$ cat src/rtl/fp_classify_pipe.sv
// fp_classify_pipe: per-channel FP operand classifier behind a 2-entry skid buffer, with sticky flags.
// Define FPCLASS_DAZ_EN to treat subnormals as zero (class 0, fraction cleared).
module fp_classify_pipe #(
   parameter int EXPW = 8,
   parameter int SIGW = 23,
   parameter int NCH  = 2,
   parameter int OPW  = 1 + EXPW + SIGW
) (
   input  logic                 clk,
   input  logic                 reset,
   input  logic                 in_valid,
   output logic                 in_ready,
   input  logic [NCH*OPW-1:0]   in_data,
   output logic                 out_valid,
   input  logic                 out_ready,
   output logic [NCH*OPW-1:0]   out_data,
   output logic [NCH*3-1:0]     out_class,
   output logic                 out_spec,
   output logic                 out_invalid,
   input  logic                 flag_clr,
   output logic                 sticky_inv,
   output logic                 sticky_spec
);
   localparam int PW = NCH*OPW + NCH*3 + 2;
`ifdef FPCLASS_DAZ_EN
   localparam logic [2:0] SUB_CLS = 3'd0;
`else
   localparam logic [2:0] SUB_CLS = 3'd1;
`endif
   typedef enum logic [1:0] {EMPTY, ONE, FULL} state_t;
   state_t r_state, w_next;
   logic [PW-1:0] r_out, r_skid, w_pay;
   logic [NCH*OPW-1:0] w_data;
   logic [NCH*3-1:0] w_class;
   logic [NCH-1:0] w_pinf, w_ninf, w_snan, w_spec;
   logic w_xfer, w_inv, w_spec_any, w_ld_out, w_ld_skid, w_sel_skid, r_in_ready;

   for (genvar k = 0; k < NCH; k++) begin : g_ch
      logic [EXPW-1:0] w_e;
      logic [SIGW-1:0] w_f;
      logic            w_s;
      logic [2:0]      w_c;
      assign w_s = in_data[k*OPW+OPW-1];
      assign w_e = in_data[k*OPW+SIGW +: EXPW];
      assign w_f = in_data[k*OPW +: SIGW];
      assign w_c = (w_e == '0) ? ((w_f == '0) ? 3'd0 : SUB_CLS) :
                   (&w_e) ? ((w_f == '0) ? 3'd3 : (w_f[SIGW-1] ? 3'd4 : 3'd5)) : 3'd2;
      assign w_class[k*3 +: 3] = w_c;
      assign w_spec[k] = (w_c >= 3'd3);
      assign w_snan[k] = (w_c == 3'd5);
      assign w_pinf[k] = (w_c == 3'd3) & !w_s;
      assign w_ninf[k] = (w_c == 3'd3) & w_s;
`ifdef FPCLASS_DAZ_EN
      assign w_data[k*OPW +: OPW] = (w_e == '0) ? {w_s, w_e, {SIGW{1'b0}}} : in_data[k*OPW +: OPW];
`else
      assign w_data[k*OPW +: OPW] = in_data[k*OPW +: OPW];
`endif
   end

   assign w_spec_any = |w_spec;
   assign w_inv      = (|w_snan) | ((|w_pinf) & (|w_ninf));
   assign w_pay      = {w_inv, w_spec_any, w_class, w_data};
   assign w_xfer     = in_valid & in_ready;
   assign in_ready   = r_in_ready;
   assign out_valid  = (r_state != EMPTY);
   assign {out_invalid, out_spec, out_class, out_data} = r_out;

   always_comb begin
      w_next = r_state;
      w_ld_out = 1'b0;
      w_ld_skid = 1'b0;
      w_sel_skid = 1'b0;
      case (r_state)
         EMPTY: if (w_xfer) begin
            w_next = ONE;
            w_ld_out = 1'b1;
         end
         ONE: if (w_xfer & out_ready) w_ld_out = 1'b1;
            else if (w_xfer) begin
               w_next = FULL;
               w_ld_skid = 1'b1;
            end else if (out_ready) w_next = EMPTY;
         FULL: if (out_ready) begin
            w_next = ONE;
            w_ld_out = 1'b1;
            w_sel_skid = 1'b1;
         end
         default: w_next = EMPTY;
      endcase
   end

   always_ff @(posedge clk) begin
      if (reset) begin
         r_state <= EMPTY;
         r_in_ready <= 1'b1;
         r_out <= '0;
         r_skid <= '0;
         sticky_inv <= 1'b0;
         sticky_spec <= 1'b0;
      end else begin
         r_state <= w_next;
         r_in_ready <= (w_next != FULL);
         if (w_ld_out) r_out <= w_sel_skid ? r_skid : w_pay;
         if (w_ld_skid) r_skid <= w_pay;
         // set beats clear when both happen on the same edge
         sticky_inv <= (w_xfer & w_inv) | (sticky_inv & !flag_clr);
         sticky_spec <= (w_xfer & w_spec_any) | (sticky_spec & !flag_clr);
      end
   end
endmodule

$ cat config.mk
export PLATFORM = sky130hd
export DESIGN_NAME = fp_classify_pipe
export DESIGN_NICKNAME = d
export VERILOG_FILES = /design/src/rtl/fp_classify_pipe.sv
export SDC_FILE = /design/constraint.sdc
export NUM_CORES = 1
export LEC_CHECK = 0
export CORE_AREA = 10 10 127 129
export DETAILED_ROUTE_END_ITERATION = 8
export DIE_AREA = 0 0 137 139
export PLACE_DENSITY = 0.75
export SETUP_SLACK_MARGIN = 0.02
export SYNTH_ARGS = -nofsm -noshare
export SYNTH_HDL_FRONTEND = slang
export SYNTH_SLANG_ARGS = --single-unit
$ cat constraint.sdc
create_clock -name clk -period 1.75 [get_ports clk]
set_input_delay 0.525 -clock clk [delete_from_list [all_inputs] [get_ports clk]]
set_output_delay 0.525 -clock clk [all_outputs]
set_load 0.02 [all_outputs]
# Word level (Yosys, flattened, before mapping)
# Cells that the tools add are included.
# W data, S select, Z words.
# word_totals
regBits	149
in_bits	69
elab_cells	68
# classes
order_cmp	2
eq_ne	7
mux	24
n_bitwise	14
n_reduce_logical	15
# op_table
operator	n
$mux W72	1
$logic_not A23 Y1	2
$mux W3	6
$logic_not A8 Y1	2
$reduce_and A8 Y1	2
$and A1 B1 Y1	11
$mux W1	10
$mux W2	5
$reduce_or A2 Y1	4
$eq A3 B2 Y1 const B	2
$eq A3 B3 Y1 const B	2
$ge A3 B2 Y1 const B	2
$pmux W2 S3	1
$logic_not A1 Y1	3
$or A1 B1 Y1	3
$pmux W1 S3	1
$eq A2 B1 Y1 const B	1
$eq A2 B2 Y1 const B	1
$logic_not A2 Y1	1
$ne A2 B2 Y1 const B	1
$reduce_bool A2 Y1	1

# Depth between registers and ports, before layout
# depth
word_depth	11
mapped_depth	8
depth_no_buf	5

# Least setup slack after synthesis
# No wires, ideal clock.
# synth_path
path_type	in2reg
start	input port in_data[37]
end	register sticky_inv
arrival_time_ns	1.534
path_slack_ns	0.084
cell_stages	5
path_buffers	0
path_cell_list	or4_1 -> nor2_1 -> nand2_1 -> o2111ai_1 -> a21oi_1
# synth_between
elab_chain_cells	11
elab_cells_between_ends	16
classes_between	eq/ne: 2; mux: 4; bitwise: 6; reduce/logical: 4
# synth_rtl
item	line	text
from (decl)	13	input logic [NCH*OPW-1:0] in_data,
$logic_not A23 Y1 (*)	46, 47	
$mux W3 (2 in series)	47	(&w_e) ? ((w_f == '0) ? 3'd3 : (w_f[SIGW-1] ? 3'd4 : 3'd5)) : 3'd2;
$mux W3 (*)	46	assign w_c = (w_e == '0) ? ((w_f == '0) ? 3'd0 : SUB_CLS) :
$eq A3 B2 Y1	51, 52	
$and A1 B1 Y1 (on tied branches)	51, 52	
$reduce_or A2 Y1	61	assign w_inv = (|w_snan) | ((|w_pinf) & (|w_ninf));
$and A1 B1 Y1	61	
$or A1 B1 Y1 (*)	61	
$and A1 B1 Y1 (*)	106	sticky_inv <= (w_xfer & w_inv) | (sticky_inv & !flag_clr);
$or A1 B1 Y1 (*)	106	
to (signal assigned)	106	
to (decl)	21	output logic sticky_inv,
# Every way passes the cells marked *; elsewhere a longest branch is shown, timed or not.
# A chain may end at the register's enable or synchronous reset.

# Worst setup path in the final report
# layout_path
start	input port in_data[42]
end	register r_skid[69]
# layout_between
elab_chain_cells	4
# layout_rtl
item	line	text
$logic_not A23 Y1	47	
$mux W3 (2 in series)	47	
$mux W3	46	
to (signal assigned)	104	if (w_ld_skid) r_skid <= w_pay;
to (decl)	32	logic [PW-1:0] r_out, r_skid, w_pay;
# Every way passes these cells.

==> Implementation_results.wiki <==
{| class="wikitable"
! Metric !! Value
|-
| Result of the run || finished, final reports clean
|-
| Remaining antenna violation count after routing || 0
|-
| First-pass GRT wire length || around 30 mm
|-
| Hold Crit Class || input port to flip-flop
|-
| Critical path's top delay family || simple AND/OR/NAND/NOR gates
|-
| Post-route core utilization || 0.6767
|-
| Worst endpoint required time || 2.05 ns
|-
| Clock tree from TritonCTS || built
|-
| Worst setup path startpoint || in_data[42]
|-
| Maximum number of pins on one net before global-route repair || 55
|-
| Pre-Repair DR Iteration Count || 5
|-
| Number of nets in the layout || 1053
|-
| Cell depth of the worst setup path || 6
|-
| Average size of a mapped cell || 7.736 sq um
|-
| Leftover overflow at the end of global routing || 0
|-
| Cell type of the slowest stage on the worst timing path || clkdlybuf4s50_1
|-
| CTS H-tree lvls || 4
|-
| MaxCap Viol Count || 0
|-
| Number of cells on the worst hold path || 3
|-
| Num ports || 145
|-
| Stage delay of the slowest cell on the critical path || about 0.46 ns
|-
| Top_reg_cell synth || dfxtp_1
|-
| Number of placed cells counting well taps || 1142
|-
| Type of the setup path with the least slack || input port to flip-flop
|-
| Number of port buffers || 144
|-
| Minimum hold slack || 0.4183 ns
|-
| Chip Width || ~140 um
|-
| Clock tree root driver cell || clkbuf_16
|-
| Critical-path maximum fanout || 4
|-
| Starting density of the core || 0.4393
|-
| Final Setup Violations || 0
|-
| CTS Hold Bufs || 0
|-
| Via density per instance || 5.383
|-
| Worst setup EP type || flip-flop
|-
| Hold Startpoint || in_data[15]
|-
| Per-cell routed wire length || between 15 and 20 um
|-
| Syn-to-layout area delta || 54.04%
|-
| Setup slack after layout || 0.02301 ns
|-
| Max-Slew Margin vs Limit || 0.7634
|-
| Std cell rows || 43
|-
| Worst path buffer plus inverter count || 1
|-
| Post-Place Setup Slack || -0.6558 ns
|-
| Power density relative to cell area || 972.2 nW/um^2
|-
| Final-report max-slew violation count || 0
|-
| DRC Markers || 0
|-
| Die height || 139 um
|-
| Startpoint kind of the worst setup timing path || input port
|-
| DRT Wirelength || 19.17 mm
|-
| Syn Std Cell Area || 6003 sq um
|-
| Number of flip-flops and latches in the synthesized netlist || 149
|-
| Skew-Pair Late Insertion Delay || 0.43 ns
|-
| Gate count of the mapped netlist || 776
|-
| First-iteration detailed-routing DRC count || between 500 and 600
|-
| Startpoint of the worst-slack reg-to-reg timing path || r_state[0]
|-
| Post-layout min period || 1.727 ns
|-
| Slew at the pin with the worst max-slew slack || 0.3550 ns
|-
| Leakage power of the design || between 4 and 5 nW
|-
| Share of post-route cells with drive strength above 1 || 0.1791
|-
| Count of flip-flops with a built-in enable after synthesis || 0
|-
| Power consumption || about 9 mW
|-
| Cell breakdown of the critical path || clkdlybuf4s50_1, or4_4, nor2_4, a211o_1, o21a_1, nor2_1
|-
| Placed cell area || roughly 8400 sq um
|-
| Final hold violations || 0
|-
| VDD IR-drop max || 690.2 uV
|-
| Setup repair after global routing missed its margin || true
|-
| Number of antenna violations at the first check in global routing || 2
|-
| Area of the placeable core || 13670 sq um
|-
| Finished Layout Cells || 1176
|-
| Number of buffers created by CTS || 17
|-
| Proportion of synthesized chip area in sequential cells || 0.4969
|-
| Placed wire-length estimate after detailed placement || 12.78 mm
|-
| Netlist cell types || 39
|-
| GRT Util Overall || 0.1962
|-
| Post-synthesis async set-or-reset flop share || 0
|-
| RD Place Congestion || 0.8265
|-
| Post-route cell area || 9248 sq um
|-
| Fmax || just under 600 MHz
|-
| Largest buffer count on any clock path || 2
|-
| Clock-pin transition on the worst setup and hold timing paths || 0.06 ns
|-
| Depth of the worst register-to-register path || 7
|-
| Area of the die || approximately 19000 sq um
|-
| Aggregate negative setup slack || 0 ns
|-
| Count of vias placed by the detailed router || between 6000 and 7000
|-
| Synth warn || 0
|-
| Data arrival time of the worst path || ~2.0 ns
|-
| Number of clock sinks || 149
|-
| Synthesized net count || roughly 850
|-
| Max Clock Skew || between 0.008 and 0.009 ns
|-
| Number of global-route vias before repair || 6034
|-
| Final worst path period share || 0.9868
|}
tightest hold or removal path: stages:
cell and delay [ns]:
dlymetal6s2s_1 0.15, nand2_1 0.07, a21oi_1 0.05
layout make-up:
type | instances | area (sq um)
clock inverter | 8 | 173.9
inverter | 2 | 7.507
sequential | 149 | 2983
antenna | 2 | 5.005
clock buffer | 21 | 470.5
tap | 180 | 225.2
fill | 1131 | 4418
multi-input combinational | 564 | 2975
timing repair buffer | 250 | 2407
repair_timing:
action	CTS	global route
gates resized for setup	128	41
cloned	0	2
buffers inserted	1	1
endpoints found under the setup margin	104	118
pin swaps	20	18
path summary, 6_finish.rpt:
check / endpoint / slack, ns
max: r_skid[69] / 0.02
max reg2reg: r_out[71] / 0.13
min: r_skid[15] / 0.42
min reg2reg: r_skid[11] / 0.45
synth_stat cells, types with 2 or more instances:
cell type | n | area share
nor3_1 | 11 | 0.0092
nor2b_1 | 2 | 0.0021
a31oi_1 | 2 | 0.0021
or3_1 | 3 | 0.0031
dfxtp_1 | 149 | 0.50
clkbuf_2 | 2 | 0.0017
a22oi_1 | 2 | 0.0025
a21oi_1 | 72 | 0.060
buf_2 | 21 | 0.018
nor4_1 | 11 | 0.011
clkbuf_1 | 38 | 0.024
a211oi_1 | 4 | 0.0050
inv_1 | 2 | 0.0013
a311oi_1 | 65 | 0.095
a211o_1 | 2 | 0.0029
nand2_1 | 267 | 0.17
o21ai_0 | 3 | 0.0025
or4_1 | 4 | 0.0050
o21a_1 | 5 | 0.0063
nand4_1 | 5 | 0.0052
nand3_1 | 3 | 0.0025
nor2_1 | 86 | 0.054
power breakdown:
part           internal, mW  total [mW]  switching (mW)
Combinational         0.617        1.35           0.728
Clock                  2.62        3.99            1.37
Sequential             3.57        3.65          0.0832
placed cells by master, fill, tap and decap left out, types with 3 or more instances in the layout:
master           Yosys  layout
or4_4                0       4
nand3_1              3       3
nor3_1              11       8
clkbuf_16            0      19
nand4_1              5       5
dlygate4sd2_1        0      96
or3_1                3       3
nor2_1              86      82
nor3_2               1       3
dfxtp_1            149     149
clkdlybuf4s50_1      0      28
nor4_1              11       4
buf_4                0      85
a211oi_1             4       3
nor4_2               0       5
buf_6                0       4
a21oi_1             72      71
a311oi_2             0       8
bufinv_16            0       5
clkbuf_8             0       3
buf_12               0      17
dlymetal6s2s_1       0      15
o21a_1               5       5
a311oi_1            65      57
nand2_1            267     264
nand2_2              1       3
cells by family (layout without fill, tap and decap cells):
kind of cell | Yosys count | in the layout | synth area share
AND/OR/NAND/NOR | 402 | 402 | 0.2730
AO/OA/AOI/OAI | 160 | 160 | 0.1828
flip-flops | 149 | 149 | 0.4969
buffers and inverters | 63 | 281 | 0.04419
XOR/XNOR | 1 | 1 | 0.001459
multiplexers | 1 | 1 | 0.001667
other | 0 | 2 | 0
registers in the layout (all words and copies together) (netlist names):
register	flops
sticky_inv	1
r_skid	72
r_state	2
in_ready	1
r_out	72
sticky_spec	1
per-layer routing:
metal | GRT usage | up-vias | part of all wire
met4 | 0.06604 | 0 | 0.017
met2 | 0.3051 | 185 | 0.48
li1 | - | 3093 | -
met3 | 0.06558 | 31 | 0.069
met1 | 0.2476 | 3021 | 0.44
met5 | 0 | - | 0
Power figures use the tool's default switching activity.
